===== src/rtl/descrypt_round_seq.sv =====
// Round sequencer for one descrypt core: latches the salt, then steps 25 iterations
// of 16 DES rounds with the C/D shift schedule and hands the result off downstream.
`timescale 1ns/1ps

// state | meaning
// IDLE  | waiting for a job; in_ready=1
// INIT  | one cycle: clear L/R, load key, counters at 0
// ROUND | round_en every cycle, 400 cycles total
// DONE  | result valid in L/R; held until out_ready
module descrypt_round_seq #(
   parameter int SALT_MSB   = 11,
   parameter int ROUNDS     = 16,
   parameter int ITERATIONS = 25
) (
   input  logic              CLK,
   input  logic              RESET,
   input  logic              in_valid,
   input  logic [SALT_MSB:0] salt_in,
   output logic              in_ready,
   output logic [SALT_MSB:0] salt_out,
   output logic              lr_clear,
   output logic              key_load,
   output logic              round_en,
   output logic              key_shift2,
   output logic              iter_end,
   output logic [3:0]        round_num,
   output logic [4:0]        iter_num,
   output logic              out_valid,
   input  logic              out_ready
);

   localparam logic [3:0] ROUND_LAST = 4'(ROUNDS - 1);
   localparam logic [4:0] ITER_LAST  = 5'(ITERATIONS - 1);

   typedef enum logic [1:0] {
      IDLE  = 2'd0,
      INIT  = 2'd1,
      ROUND = 2'd2,
      DONE  = 2'd3
   } state_t;

   state_t state, state_nxt;
   logic   accept;
   logic   last_round;

   assign last_round = (round_num == ROUND_LAST) && (iter_num == ITER_LAST);

   always_ff @(posedge CLK or posedge RESET) begin
      if (RESET) begin
         state <= IDLE;
      end else begin
         state <= state_nxt;
      end
   end

   always_comb begin
      state_nxt  = state;
      in_ready   = 1'b0;
      lr_clear   = 1'b0;
      key_load   = 1'b0;
      round_en   = 1'b0;
      key_shift2 = 1'b0;
      iter_end   = 1'b0;
      out_valid  = 1'b0;
      case (state)
         IDLE: begin
            in_ready = 1'b1;
            if (in_valid) state_nxt = INIT;
         end
         INIT: begin
            lr_clear  = 1'b1;
            key_load  = 1'b1;
            state_nxt = ROUND;
         end
         ROUND: begin
            round_en = 1'b1;
            // single-bit rotations on rounds 1, 2, 9 and 16 (indices 0, 1, 8, 15)
            key_shift2 = !((round_num == 4'd0) || (round_num == 4'd1) ||
                           (round_num == 4'd8) || (round_num == 4'd15));
            iter_end   = (round_num == ROUND_LAST);
            if (last_round) state_nxt = DONE;
         end
         DONE: begin
            out_valid = 1'b1;
            in_ready  = out_ready;
            if (out_ready) state_nxt = in_valid ? INIT : IDLE;
         end
         default: state_nxt = IDLE;
      endcase
   end

   assign accept = in_valid & in_ready;

   always_ff @(posedge CLK or posedge RESET) begin
      if (RESET) begin
         salt_out <= '0;
      end else if (accept) begin
         salt_out <= salt_in;
      end
   end

   // counters freeze at their last values on the final round so DONE reports 15/24
   always_ff @(posedge CLK or posedge RESET) begin
      if (RESET) begin
         round_num <= 4'd0;
         iter_num  <= 5'd0;
      end else if (accept) begin
         round_num <= 4'd0;
         iter_num  <= 5'd0;
      end else if (state == ROUND && !last_round) begin
         if (round_num == ROUND_LAST) begin
            round_num <= 4'd0;
            iter_num  <= iter_num + 5'd1;
         end else begin
            round_num <= round_num + 4'd1;
         end
      end
   end

endmodule


===== config.mk =====
export PLATFORM = sky130hd
export DESIGN_NAME = descrypt_round_seq
export DESIGN_NICKNAME = d
export VERILOG_FILES = /design/src/rtl/descrypt_round_seq.sv
export SDC_FILE = /design/constraint.sdc
export NUM_CORES = 1
export LEC_CHECK = 0
export ABC_AREA = 1
export CAP_MARGIN = 10
export CORE_MARGIN = 8
export CORE_UTILIZATION = 46
export CTS_CLUSTER_SIZE = 8
export DETAILED_ROUTE_END_ITERATION = 8
export PLACE_DENSITY = 0.79
export SLEW_MARGIN = 0
export SYNTH_ARGS = -nofsm -noshare
export SYNTH_HDL_FRONTEND = slang
export SYNTH_SLANG_ARGS = --single-unit
export TNS_END_PERCENT = 20

===== constraint.sdc =====
create_clock -name CLK -period 1.8 [get_ports CLK]
set_clock_uncertainty 0.05 [all_clocks]
set_input_delay 0.54 -clock CLK [delete_from_list [all_inputs] [get_ports CLK]]
set_output_delay 0.54 -clock CLK [all_outputs]
set_load 0.05 [all_outputs]

# Word level (Yosys, flattened, before mapping)
# Index checks and enable logic that the tools add are counted.
# word_totals
register_bits	23
inputBits	16
wordCells	47
# op_classes
n_addsub	2
eq_ne	10
n_mux	17
bitwise	1
reduce_logical	13
# ops
cell	n
5-bit two-way mux	3
4-bit two-way mux	3
4-bit == test, second input constant	2
2-bit one-hot mux with 4 select lines	1
1-bit two-way mux	6
2-bit two-way mux	3
2-bit != test, second input constant	3
5-bit by 1-bit adder with 5-bit output, second input constant	1
5-bit == test, second input constant	1
4-bit by 1-bit adder with 4-bit output, second input constant	1
2-bit == test, second input constant	2
4-bit by 1-bit == test with 1-bit output, second input constant	1
4-bit logical NOT	1
2-bit nonzero test	2
1-bit logical OR	3
3-bit AND reduction	1
2-bit by 1-bit == test with 1-bit output, second input constant	1
1-bit logical AND	2
1-bit logical NOT	2
2-bit logical NOT	1
1-bit one-hot mux with 2 select lines	1
2-bit AND reduction	1
1-bit AND	1

# Longest topological paths before layout
# logic_depth
ltp_word	6
mapped_depth	10
ltp_nobuf	9

# Least setup slack after synthesis
# No wires, ideal clock.
# synth_path
kind	reg2out
startpoint	register state[0]
endpoint	output key_shift2
t_arrival_ns	2.034
required_time_ns	1.210
path_slack_ns	-0.824
path_stages_with_launch	5
cell_sequence	dfrtp_1 -> inv_1 -> ha_1 -> nand2_1 -> nor2_1
# synth_via
elab_chain_cells	2
# synth_lines
element	line_no	text
start, declared	42	state_t state, state_nxt;
start signal, assigned	52	state <= state_nxt;
2-bit == test	65	case (state)
1-bit two-way mux	65	
end, declared	24	output logic key_shift2,
# Every way passes these cells.

# Worst setup path after layout
# layout_path
startpoint	register state[1]
endpoint	output in_ready
# layout_via
elab_chain_cells	2
# layout_lines
element	line_no	text
2-bit == test / 2-bit logical NOT (equally long branches)	65	
1-bit one-hot mux with 2 select lines *	65	
end, declared	19	output logic in_ready,
# Every way passes the cells marked *; elsewhere a longest branch is shown, timed or not.

==> results.md <==
Drt:
- The number of nets still failing antenna checks after routing is 0.
- The violation count after the first detailed-route iteration is 70.
- For this block, wires on met1 add up to 1610 um.
- The sum of met3 wire segment lengths after detailed routing is roughly 230 um.
- The post-detailed-route DRC marker count is 0.
- The total length of routed met2 wires is between 2000 and 2500 um.
- In the routed layout, each cell is associated on average with a via count of around 4.7.
- The detailed-router iteration count before antenna repair is 4.
- The routed length per instance is approximately 14 um.
- The total length of routed wires is approximately 3900 um.
- The via count is 1361.
- The uppermost layer routed is met4.

Global route:
- Entering global routing, the biggest net connects 30 pins.
- The via count of the first global-routing pass is 1345.
- The wire length of the first global-routing pass is 6470 um.
- The initial antenna violation count was 0.
- After global routing the overflow that remains totals 0.
- Global routing used between 10% and 20% of the available tracks across all layers.

Synth:
- After synthesis, the cell types taking the most area are sky130_fd_sc_hd__dfrtp_1 40%, sky130_fd_sc_hd__nand2_1 17%, sky130_fd_sc_hd__ha_1 8.7%, sky130_fd_sc_hd__nand2_2 7.4%, sky130_fd_sc_hd__nand3_1 7.3%.
- The fraction of registers with async set/reset is 100%.
- The post-synthesis adder-cell area fraction is 8.67%.
- The leading register cell type out of synthesis is sky130_fd_sc_hd__dfrtp_1.
- The sequential share of the synthesized area is 39.9%.
- After Yosys synthesis, XOR and XNOR cells account for around 1.2% of the synthesized area.
- The portion of netlist area occupied by mux cells is 0%.
- The count of different cell masters after synthesis is 20.
- The synthesized instance count is between 150 and 200.
- The synthesized flop and latch total is 23.
- In this run the cell area of the synthesized design comes to around 1400 sq um.
- The largest family of logic cells by synthesized area is simple AND/OR/NAND/NOR gates.
- The number of synthesis warnings is 0.
- Averaged over all synthesized cells, the footprint is 7.80 sq um.
- The number of synthesized flops with an enable pin is 0.
- After Yosys synthesis, and, or, nand and nor cells account for about two fifths of the synthesized area.
- Of all cell types, the one taking the most synthesized area is sky130_fd_sc_hd__dfrtp_1.
- The number of nets in the synthesized netlist is roughly 210.
- The synthesized netlist devotes less than 1% of its cell area to compound gates.
- After synthesis, the largest area contributor takes up roughly 40% of total cell area.

Floorplan:
- The die outline height is 72.0 um.
- The top-level I/O count is 44.
- The core area is 3030 sq um.
- The die covers approximately 5200 sq um.
- After floorplanning, the core was divided into 20 placement rows.
- The starting density of the core is 47.7%.
- In this run the horizontal extent of the chip is between 70 and 80 um.

Worst setup path:
- At the worst endpoint, the required time is about 1200 ps.
- The data arrival time of the critical path is approximately 1500 ps.
- Along the worst path, the maximum fanout reaches 3.
- The type of destination of the critical path is an output pin.
- The worst setup path is of the reg2out kind.
- The type of origin of the critical path is a flop.
- The slowest stage of the critical path belongs to the cell sky130_fd_sc_hd__dfrtp_1.
- For this run, the slowest stage of the critical path takes around 460 ps.
- The critical path goes through inv_2, ha_4, inv_4, nand2_4, clkinvlp_4, buf_12.

Layout:
- The net count of the finished layout is between 200 and 300.
- The fraction of layout instances using a drive strength above 1 is 41.8%.
- The synthesis-to-layout area growth is 72.4%.
- The number of antenna diodes is 0.
- The final core utilization is around 82%.

CTS:
- In this run the number of H-tree levels came out at 1.
- The root buffer cell is sky130_fd_sc_hd__clkbuf_4.
- The later pin in the worst-skew pair is clocked with a latency of roughly 320 ps.
- The clock-pin slew of the registers on the worst-case setup and hold paths is around 140 ps.
- The buffer depth of the longest clock path is 2.
- The number of clock buffers added by TritonCTS is 3.
- The TritonCTS clock tree is yes.
- The number of sinks on the clock net is 23.

STA:
- Dividing the final minimum period by the clock period gives 117%.
- The number of slew-limit violations in the final report is 0.
- Setup repair after global routing could not meet its margin everywhere.
- The transition time at the pin with the least slew margin is roughly 390 ps.
- Setup violations remaining at the end of the flow were counted as 6.
- The smallest clock period supported by the final layout is computed as 2110 ps.
- The count of endpoints failing hold in the final timing report was 0.
- Final hold analysis gives a worst-case slack of between 400 and 500 ps.
- The slack of the critical path is -314 ps.
- Measured against its own limit, the worst slew margin works out to roughly 74%.
- The peak clock frequency supported by timing is ~470 MHz.

Placement:
- After legalization and detailed placement, the total HPWL measured around 2800 um.
- Port buffering added 43 buffers.
- The congestion estimate from routability-driven global placement came to about 0.83.
- Prior to clock tree synthesis, the placed netlist has a worst setup slack of -219 ps.

Flow run:
- Max-cap violations in this run came to 0.

Run status:
- The final reports fail on negative setup slack.
- The run finished, with violations left.

Worst hold path:
- The path type of the worst min-delay path is in2async.
-- timing repair --
item,4_1_cts,5_1_grt
pin swaps,9,2
setup endpoints to repair,6,8
resized for setup,16,6
setup buffers,3,2
hold buffers,0,0
-- flip-flops by register name (all words and copies together), names as in the netlist --
signal	flops
iter_num	5
round_num	4
state	2
salt_out	12
-- Yosys cell counts, types with 2 or more instances --
master                    instances
sky130_fd_sc_hd__a21oi_1          2
sky130_fd_sc_hd__buf_4            3
sky130_fd_sc_hd__buf_6            2
sky130_fd_sc_hd__nor2_1           6
sky130_fd_sc_hd__nand4_1          3
sky130_fd_sc_hd__nor2_4           2
sky130_fd_sc_hd__nand2_1         64
sky130_fd_sc_hd__inv_1           20
sky130_fd_sc_hd__nand2_2         17
sky130_fd_sc_hd__ha_1            10
sky130_fd_sc_hd__dfrtp_1         23
sky130_fd_sc_hd__nand3_1         21
sky130_fd_sc_hd__inv_2            4
sky130_fd_sc_hd__xor2_1           2
-- area by class of cell --
type | instances | area [sq um]
clock inverter | 1 | 5.00
inverter | 24 | 96.3
clock buffer | 3 | 22.5
timing repair buffer | 62 | 893
multi-input combinational | 131 | 837
sequential | 23 | 581
tap | 44 | 55.1
fill | 165 | 538
-- final timing paths --
| kind | depth (start not counted) | from | slack, ps | endpoint |
|---|---|---|---|---|
| max | 6 | state[1]$_DFFE_PP0P_ | -310 | in_ready |
| min | 3 | RESET | 490 | round_num[3]$_DFFE_PP0P_ |
| max reg2reg | 10 | state[1]$_DFFE_PP0P_ | 110 | salt_out[7]$_DFFE_PP0N_ |
| min reg2reg | 2 | salt_out[1]$_DFFE_PP0N_ | 510 | salt_out[1]$_DFFE_PP0N_ |
| max in group asynchronous | 3 | RESET | 960 | round_num[1]$_DFFE_PP0P_ |
| min in group CLK | 2 | salt_out[1]$_DFFE_PP0N_ | 510 | salt_out[1]$_DFFE_PP0N_ |
-- metrics by stage --
step	setup TNS, ps	area, sq um	std cells
2_1_floorplan	-167	1490	185
3_3_place_gp	-878	2320	279
6_report	-1410	2490	288
5_1_grt	-1670	2490	288
4_1_cts	-972	2450	286
3_5_place_dp	-1540	2320	279
-- cell families after synthesis --
logic type,Yosys count
compound gates,2
xor+xnor,2
fa+ha+maj,10
buf+inv,31
flops,23
simple gates,117
-- critical path: cells and delay by family (launching register included) --
| family | cells | cell delay (ps) |
|---|---|---|
| adder cells (fa/ha/maj) | 1 | 290 |
| buffers and inverters | 4 | 380 |
| flip-flops | 1 | 460 |
| AND/OR/NAND/NOR | 1 | 70 |
-- layer usage --
layer  vias to the layer above  global-route usage [%]
met3                         7                    3.58
met4                         0                    7.03
met2                        52                    26.0
met5                         -                       0
met1                       620                    18.1
li1                        682                       -
-- cell usage in the layout, fill, tap and decap left out, types with 4 or more instances in the layout --
master and count:
sky130_fd_sc_hd__nand2_1 63, sky130_fd_sc_hd__buf_12 30, sky130_fd_sc_hd__nand3_1 20, sky130_fd_sc_hd__dfrtp_1 19, sky130_fd_sc_hd__nand2_2 16, sky130_fd_sc_hd__clkdlybuf4s50_1 15
sky130_fd_sc_hd__inv_1 13, sky130_fd_sc_hd__buf_4 13, sky130_fd_sc_hd__inv_2 9, sky130_fd_sc_hd__ha_4 6, sky130_fd_sc_hd__nor2_4 4, sky130_fd_sc_hd__buf_6 4
sky130_fd_sc_hd__dfrtp_2 4
Power is left out: the tool's default activity adds up to more than one toggle a clock period on the data nets, which glitch-free logic cannot reach.
